`config.mk`:
```
export PLATFORM = sky130hd
export DESIGN_NAME = kernel_rr_sched_flat
export DESIGN_NICKNAME = d
export VERILOG_FILES = /design/src/rtl/kernel_rr_sched_pkg.sv /design/src/rtl/kernel_rr_sched_if.sv /design/src/rtl/kernel_rr_sched_rr_arbiter.sv /design/src/rtl/kernel_rr_sched.sv /design/src/flat_wrapper.sv
export SDC_FILE = /design/constraint.sdc
export NUM_CORES = 1
export LEC_CHECK = 0
export ABC_AREA = 1
export ABC_CLOCK_PERIOD_IN_PS = 2300
export BUFFER_PORTS_ARGS = -buffer_cell sky130_fd_sc_hd__buf_2
export CAP_MARGIN = 40
export CELL_PAD_IN_SITES_DETAIL_PLACEMENT = 1
export CELL_PAD_IN_SITES_GLOBAL_PLACEMENT = 1
export CORE_MARGIN = 4
export CORE_UTILIZATION = 32
export DETAILED_ROUTE_END_ITERATION = 10
export PLACE_DENSITY = 0.78
export SLEW_MARGIN = 20
export SYNTH_ARGS = -nofsm -noshare
export SYNTH_HDL_FRONTEND = slang
export SYNTH_SLANG_ARGS = --single-unit
export TNS_END_PERCENT = 10
```
`constraint.sdc`:
```
create_clock -name clk -period 2.3 [get_ports clk]
set_input_delay 0.345 -clock clk [delete_from_list [all_inputs] [get_ports clk]]
set_output_delay 0.345 -clock clk [all_outputs]
set_load 0.02 [all_outputs]
```
`src/rtl/kernel_rr_sched_pkg.sv`:
```
// Shared defaults, counter widths and FSM encoding for the round-robin kernel scheduler.
package kernel_rr_sched_pkg;

  localparam int unsigned NREQ_DEF  = 4;
  localparam int unsigned W_DEF     = 32;
  localparam int unsigned RST_CNT_W = 4;
  localparam int unsigned RUN_CNT_W = 24;

  // Scheduler state encoding (IDLE -> KRST -> RUN -> RESP -> IDLE).
  typedef logic [1:0] state_t;
  localparam state_t ST_IDLE = 2'd0;
  localparam state_t ST_KRST = 2'd1;
  localparam state_t ST_RUN  = 2'd2;
  localparam state_t ST_RESP = 2'd3;

endpackage

```
`src/rtl/kernel_rr_sched_if.sv`:
```
// Request, response and kernel-control bundle of the kernel scheduler.
interface kernel_rr_sched_if
  import kernel_rr_sched_pkg::*;
#(
  parameter int unsigned NREQ = NREQ_DEF,
  parameter int unsigned W    = W_DEF
);
  localparam int unsigned ID_W = $clog2(NREQ);

  logic [NREQ-1:0]   req_valid;
  logic [NREQ*W-1:0] req_n;
  logic [NREQ-1:0]   req_ready;
  logic              rsp_valid;
  logic              rsp_ready;
  logic [ID_W-1:0]   rsp_id;
  logic [W-1:0]      rsp_data;
  logic              rsp_err;
  logic              kern_rst_n;
  logic              kern_start;
  logic [W-1:0]      kern_n;
  logic              kern_finish;
  logic [W-1:0]      kern_ret;
  logic              busy;

  modport slave (
    input  req_valid, req_n, rsp_ready, kern_finish, kern_ret,
    output req_ready, rsp_valid, rsp_id, rsp_data, rsp_err,
           kern_rst_n, kern_start, kern_n, busy
  );

  modport master (
    output req_valid, req_n, rsp_ready, kern_finish, kern_ret,
    input  req_ready, rsp_valid, rsp_id, rsp_data, rsp_err,
           kern_rst_n, kern_start, kern_n, busy
  );
endinterface

```
`src/rtl/kernel_rr_sched_rr_arbiter.sv`:
```
// Circular-priority selector: first set request at or after ptr wins.
module rr_arbiter
  import kernel_rr_sched_pkg::*;
#(
  parameter int unsigned NREQ = NREQ_DEF
) (
  input  logic [NREQ-1:0]         req,
  input  logic [$clog2(NREQ)-1:0] ptr,
  output logic [NREQ-1:0]         grant,
  output logic [$clog2(NREQ)-1:0] idx,
  output logic                    any
);
  localparam int unsigned IDX_W = $clog2(NREQ);

  // NREQ is a power of two, so ptr + i wraps naturally.
  always_comb begin
    idx = '0;
    any = 1'b0;
    for (int unsigned i = 0; i < NREQ; i++) begin
      if (!any && req[ptr + IDX_W'(i)]) begin
        any = 1'b1;
        idx = ptr + IDX_W'(i);
      end
    end
    grant = any ? (NREQ'(1) << idx) : '0;
  end
endmodule

```
`src/rtl/kernel_rr_sched.sv`:
```
// Round-robin job scheduler: grants one requester, resets and runs a shared kernel, returns its result.
module kernel_rr_sched
  import kernel_rr_sched_pkg::*;
#(
  parameter int unsigned NREQ    = NREQ_DEF,
  parameter int unsigned W       = W_DEF,
  parameter int unsigned RST_CYC = 2,
  parameter int unsigned TIMEOUT = 65535
) (
  input logic              clk,
  input logic              rst_n,
  kernel_rr_sched_if.slave bus
);
  localparam int unsigned ID_W = $clog2(NREQ);

  state_t                state, state_d;
  logic [ID_W-1:0]       rr_ptr, rr_ptr_d;
  logic [ID_W-1:0]       id_q, id_d;
  logic [W-1:0]          op_d;
  logic [RST_CNT_W-1:0]  rst_cnt, rst_cnt_d;
  logic [RUN_CNT_W-1:0]  run_cnt, run_cnt_d;
  logic                  rsp_valid_d;
  logic [ID_W-1:0]       rsp_id_d;
  logic [W-1:0]          rsp_data_d;
  logic                  rsp_err_d;

  logic [NREQ-1:0]       arb_grant;
  logic [ID_W-1:0]       arb_idx;
  logic                  arb_any;
  logic [W-1:0]          arb_op;

  rr_arbiter #(.NREQ(NREQ)) u_arb (
    .req   (bus.req_valid),
    .ptr   (rr_ptr),
    .grant (arb_grant),
    .idx   (arb_idx),
    .any   (arb_any)
  );

  assign arb_op = bus.req_n[32'(arb_idx) * W +: W];

  // Accept is only offered from IDLE and is suppressed while reset is applied.
  assign bus.req_ready = (state == ST_IDLE && rst_n) ? arb_grant : '0;

  always_comb begin
    state_d     = state;
    rr_ptr_d    = rr_ptr;
    id_d        = id_q;
    op_d        = bus.kern_n;
    rst_cnt_d   = rst_cnt;
    run_cnt_d   = run_cnt;
    rsp_valid_d = bus.rsp_valid;
    rsp_id_d    = bus.rsp_id;
    rsp_data_d  = bus.rsp_data;
    rsp_err_d   = bus.rsp_err;
    case (state)
      ST_IDLE: begin
        if (arb_any) begin
          id_d      = arb_idx;
          op_d      = arb_op;
          rr_ptr_d  = arb_idx + ID_W'(1);
          rst_cnt_d = '0;
          state_d   = ST_KRST;
        end
      end
      ST_KRST: begin
        if (rst_cnt == RST_CNT_W'(RST_CYC - 1)) begin
          run_cnt_d = '0;
          state_d   = ST_RUN;
        end else begin
          rst_cnt_d = rst_cnt + RST_CNT_W'(1);
        end
      end
      ST_RUN: begin
        run_cnt_d = run_cnt + RUN_CNT_W'(1);
        // First RUN cycle ignores a finish left over from the previous job.
        if (bus.kern_finish && run_cnt != '0) begin
          rsp_valid_d = 1'b1;
          rsp_id_d    = id_q;
          rsp_data_d  = bus.kern_ret;
          rsp_err_d   = 1'b0;
          state_d     = ST_RESP;
        end else if (run_cnt == RUN_CNT_W'(TIMEOUT - 1)) begin
          rsp_valid_d = 1'b1;
          rsp_id_d    = id_q;
          rsp_data_d  = '0;
          rsp_err_d   = 1'b1;
          state_d     = ST_RESP;
        end
      end
      ST_RESP: begin
        if (bus.rsp_ready) begin
          rsp_valid_d = 1'b0;
          state_d     = ST_IDLE;
        end
      end
      default: state_d = ST_IDLE;
    endcase
  end

  always_ff @(posedge clk) begin
    if (!rst_n) begin
      state          <= ST_IDLE;
      rr_ptr         <= '0;
      id_q           <= '0;
      rst_cnt        <= '0;
      run_cnt        <= '0;
      bus.kern_n     <= '0;
      bus.rsp_valid  <= 1'b0;
      bus.rsp_id     <= '0;
      bus.rsp_data   <= '0;
      bus.rsp_err    <= 1'b0;
      bus.kern_rst_n <= 1'b0;
      bus.kern_start <= 1'b0;
      bus.busy       <= 1'b0;
    end else begin
      state          <= state_d;
      rr_ptr         <= rr_ptr_d;
      id_q           <= id_d;
      rst_cnt        <= rst_cnt_d;
      run_cnt        <= run_cnt_d;
      bus.kern_n     <= op_d;
      bus.rsp_valid  <= rsp_valid_d;
      bus.rsp_id     <= rsp_id_d;
      bus.rsp_data   <= rsp_data_d;
      bus.rsp_err    <= rsp_err_d;
      bus.kern_rst_n <= (state_d == ST_RUN);
      bus.kern_start <= (state_d == ST_RUN);
      bus.busy       <= (state_d != ST_IDLE);
    end
  end
endmodule

```
`src/flat_wrapper.sv`:
```
// flat-port wrapper written by rule: the top's interface ports become plain ports
module kernel_rr_sched_flat import kernel_rr_sched_pkg::*;
#(
  parameter int unsigned NREQ    = NREQ_DEF,
  parameter int unsigned W       = W_DEF,
  parameter int unsigned RST_CYC = 2,
  parameter int unsigned TIMEOUT = 65535
)
  (clk, rst_n, bus_req_valid, bus_req_n, bus_rsp_ready, bus_kern_finish, bus_kern_ret, bus_req_ready, bus_rsp_valid, bus_rsp_id, bus_rsp_data, bus_rsp_err, bus_kern_rst_n, bus_kern_start, bus_kern_n, bus_busy);
  kernel_rr_sched_if #(.NREQ(NREQ), .W(W)) bus_i ();
  input logic clk;
  input logic rst_n;
  input wire logic [$bits(bus_i.req_valid)-1:0] bus_req_valid;
  input wire logic [$bits(bus_i.req_n)-1:0] bus_req_n;
  input wire logic [$bits(bus_i.rsp_ready)-1:0] bus_rsp_ready;
  input wire logic [$bits(bus_i.kern_finish)-1:0] bus_kern_finish;
  input wire logic [$bits(bus_i.kern_ret)-1:0] bus_kern_ret;
  output wire logic [$bits(bus_i.req_ready)-1:0] bus_req_ready;
  output wire logic [$bits(bus_i.rsp_valid)-1:0] bus_rsp_valid;
  output wire logic [$bits(bus_i.rsp_id)-1:0] bus_rsp_id;
  output wire logic [$bits(bus_i.rsp_data)-1:0] bus_rsp_data;
  output wire logic [$bits(bus_i.rsp_err)-1:0] bus_rsp_err;
  output wire logic [$bits(bus_i.kern_rst_n)-1:0] bus_kern_rst_n;
  output wire logic [$bits(bus_i.kern_start)-1:0] bus_kern_start;
  output wire logic [$bits(bus_i.kern_n)-1:0] bus_kern_n;
  output wire logic [$bits(bus_i.busy)-1:0] bus_busy;
  assign bus_i.req_valid = bus_req_valid;
  assign bus_i.req_n = bus_req_n;
  assign bus_i.rsp_ready = bus_rsp_ready;
  assign bus_i.kern_finish = bus_kern_finish;
  assign bus_i.kern_ret = bus_kern_ret;
  assign bus_req_ready = bus_i.req_ready;
  assign bus_rsp_valid = bus_i.rsp_valid;
  assign bus_rsp_id = bus_i.rsp_id;
  assign bus_rsp_data = bus_i.rsp_data;
  assign bus_rsp_err = bus_i.rsp_err;
  assign bus_kern_rst_n = bus_i.kern_rst_n;
  assign bus_kern_start = bus_i.kern_start;
  assign bus_kern_n = bus_i.kern_n;
  assign bus_busy = bus_i.busy;
  kernel_rr_sched #(.NREQ(NREQ), .W(W), .RST_CYC(RST_CYC), .TIMEOUT(TIMEOUT)) u_core (.clk(clk), .rst_n(rst_n), .bus(bus_i));
endmodule
```
==> flow_summary_export.csv <==
group,metric,value,unit
finish,drive_gt1_share,30.8,%
critical_path,critPathArrivalTime,2080,ps
detailed_routing,drt_iter0_markers,325,
critical_path,setup.worst_path.class,"reg -> out",
timing,worst_hold_slack,252,ps
global_route,grt_pass1_wl,35500,um
clock_tree,cts_buffers,9,
yosys,avgSynthCellArea,6.39,um2
worst_hold_path,min_path_cells,3,
floorplan,rows,48,
timing,tightest_slew,456,ps
clock_tree,clkSlewWorstSetupHoldPaths,80,ps
yosys,synthTopCellsByCount,"nand2_1, nand3_1, dfxtp_1, nor2_1, inv_1",
critical_path,required,1960,ps
yosys,yosysSeqAreaShare,36.1,%
place,globalplace.congestion,0.890,
clock_tree,cts_tree,"done",
critical_path,rr_startpoint,"u_core.rr_ptr[0]",
global_route,antenna_found_initial,2,
yosys,synthFlopType,"dfxtp_1",
status,violations,"negative setup slack",
timing,skew,11.0,ps
yosys,synth_cells,901,
global_route,grt.total_usage,21.4,%
yosys,synth_seq_cells,104,
clock_tree,cts.sinks,104,
clock_tree,htreeDepth,3,
power_and_ir_drop,power,0.00901,W
yosys,yosysUniqueCellTypes,37,
floorplan,fp.dieH,142,um
timing,rsz0062_at_grt,"true",
timing,fin_ws,-123,ps
status,outcome,"finished with violations",
global_route,grt_pass1_vias,7021,
global_route,grt_overflow,0,
detailed_routing,vias,6882,
place,io_buffers,242,
timing,period_share,105,%
critical_path,critPathMaxFanout,7,
timing,finalCriticalPeriod,2420,ps
clock_tree,cts_buffer_depth,2,
critical_path,r2r_setup_slack,100,ps
yosys,synth_top_cell_area_share,36.1,%
power_and_ir_drop,powerDensity,1140,nW/um2
floorplan,coreArea,17500,um2
run,drv_cap,0,
worst_hold_path,min_to,"u_core.bus.rsp_data[27]",
finish,utilization,45.1,%
place,placed_cell_area,7260,um2
yosys,ys_top_cells_by_area,"dfxtp_1, nand2_1, nand3_1",
yosys,synth_largest_area_cell,"dfxtp_1",
finish,nNetsFinal,1327,
detailed_routing,antenna_left,0,
floorplan,start_util,33.0,%
power_and_ir_drop,cellLeakagePower,3.86,nW
timing,max_freq,413,MHz
floorplan,ioPinCount,243,
finish,stdcell_area,7880,um2
worst_hold_path,min_from,"bus_kern_ret[27]",
critical_path,end_kind,"output port",
yosys,synthesis.area,5760,um2
yosys,yosysMostFrequentCell,"nand2_1",
yosys,synth_edf_count,0,
global_route,grt_max_degree,56,
detailed_routing,route.detailed.drc,0,
clock_tree,clock-root-buffer,"clkbuf_16",
clock_tree,insertion_delay,360,ps
detailed_routing,drt_pass1_iterations,6,
detailed_routing,routed_wl,21800,um
detailed_routing,avgViaCountPerCell,4.98,
clock_tree,hold_buffers,0,
worst_hold_path,hp-class,"in -> reg",
finish,finalNonFillerCells,1381,
timing,max-slew-margin-rel,69.6,%
floorplan,die_x,142,um
timing,slew_violations,0,
finish,area_growth,36.7,%
yosys,yosysWarnings,0,
power_and_ir_drop,vdd_drop_max,1220,uV
detailed_routing,routedWlPerCell,15.8,um
critical_path,r2r-end,"u_core.bus.kern_n[31]",
place,dp.cells,1348,
floorplan,fp.dieArea,20200,um2
place,place_hpwl,15700,um
yosys,async_flop_share,0,%
critical_path,r2r_cells,17,
timing,setup_viol,4,
timing,timing_hold_violations_final,0,
yosys,syn-num-nets,1078,
critical_path,start_kind,"register",
[power breakdown]
part / total (W) / internal (W) / switching [W] / leakage (nW)
Sequential: 0.00226 / 0.00210 / 0.000166 / 0.849
Combinational: 0.00524 / 0.00194 / 0.00331 / 2.89
Clock: 0.00150 / 0.000747 / 0.000757 / 0.128
Total: 0.00901 / 0.00478 / 0.00423 / 3.86
[kinds of logic (layout without fill, tap and decap cells)]
| kind of cell | Yosys count | after routing | share of synthesized area, % |
|---|---|---|---|
| buf+inv | 115 | 368 | 9.12 |
| fa+ha+maj | 9 | 9 | 1.95 |
| other cells | 0 | 2 | 0 |
| compound gates | 91 | 91 | 8.77 |
| flops | 104 | 104 | 36.1 |
| simple gates | 582 | 582 | 44.0 |
[metrics by stage]
stage,setup WS (ps),setup TNS [ps]
after floorplan,100,0
after global routing,-226,-935
after detailed placement,-66.1,-169
after global placement,18.4,0
final,-123,-400
after CTS,-66.3,-239
[metal layers]
metal | share of wire (%) | global-route usage [%] | vias up
li1 | - | - | 3442
met1 | 41 | 25.6 | 3238
met2 | 50 | 37.4 | 175
met3 | 7.2 | 6.35 | 27
met4 | 1.7 | 5.76 | 0
met5 | 0 | 0 | -
[repair_timing]
item / in CTS / in global routing
endpoints found under the setup margin: 4 / 20
pin swaps: 20 / 12
cloned: 0 / 0
resized for setup: 60 / 5
buffers inserted: 10 / 5
[critical path, stage by stage (launching register included)]
cell and delay, ps:
dfxtp_4 390, inv_6 90, nand2_1 100, nand3_2 110
nand2_2 80, nor2_4 180, nand4_1 160, nand2_4 170
inv_4 70, ha_4 150, nand3_2 70, inv_2 30
buf_6 120
[worst max path at each step]
stage / start / endpoint / slack (ps) / depth (start not counted)
final: u_core.rr_ptr[0] / bus_req_ready[3] / -120 / 12
after global routing: u_core.rr_ptr[0] / bus_req_ready[3] / -230 / 12
after CTS: u_core.rr_ptr[0] / bus_req_ready[2] / -70 / 12
after global placement: u_core.rr_ptr[0] / bus_req_ready[0] / 20 / 14
after floorplan: u_core.rr_ptr[0] / bus_req_ready[2] / 100 / 13
after detailed placement: u_core.rr_ptr[0] / bus_req_ready[2] / -70 / 14
[registers in the layout (all words and copies together) (netlist names), 2 cells and up]
name and flops:
u_core.bus.rsp_data 32, u_core.rr_ptr 2, u_core.id_q 2, u_core.bus.kern_n 32, u_core.state 2, u_core.run_cnt 24, u_core.rst_cnt 4, u_core.bus.rsp_id 2
[layout make-up]
type | count | area, um2
Antenna cell | 2 | 5.00
Multi-Input combinational cell | 682 | 3310
Clock buffer | 9 | 225
Sequential cell | 104 | 2090
Clock inverter | 6 | 53.8
Tap cell | 225 | 282
Timing Repair Buffer | 286 | 1640
Inverter | 67 | 269
Fill cell | 2370 | 9600
[cells in the final DEF (no fill, tap or decap), types with 9 or more instances in the layout]
| master | synthesis | final |
|---|---|---|
| buf_2 | 9 | 239 |
| nor2_1 | 65 | 64 |
| nand3_1 | 169 | 163 |
| nand2_1 | 306 | 292 |
| o21ai_0 | 17 | 16 |
| a21oi_1 | 55 | 55 |
| dfxtp_1 | 104 | 102 |
| buf_4 | 8 | 35 |
| inv_1 | 61 | 56 |
| clkbuf_16 | 0 | 9 |
| nor3_1 | 10 | 10 |
| nand2_2 | 6 | 15 |
| nand4_1 | 10 | 10 |
Power figures use the tool's default switching activity.
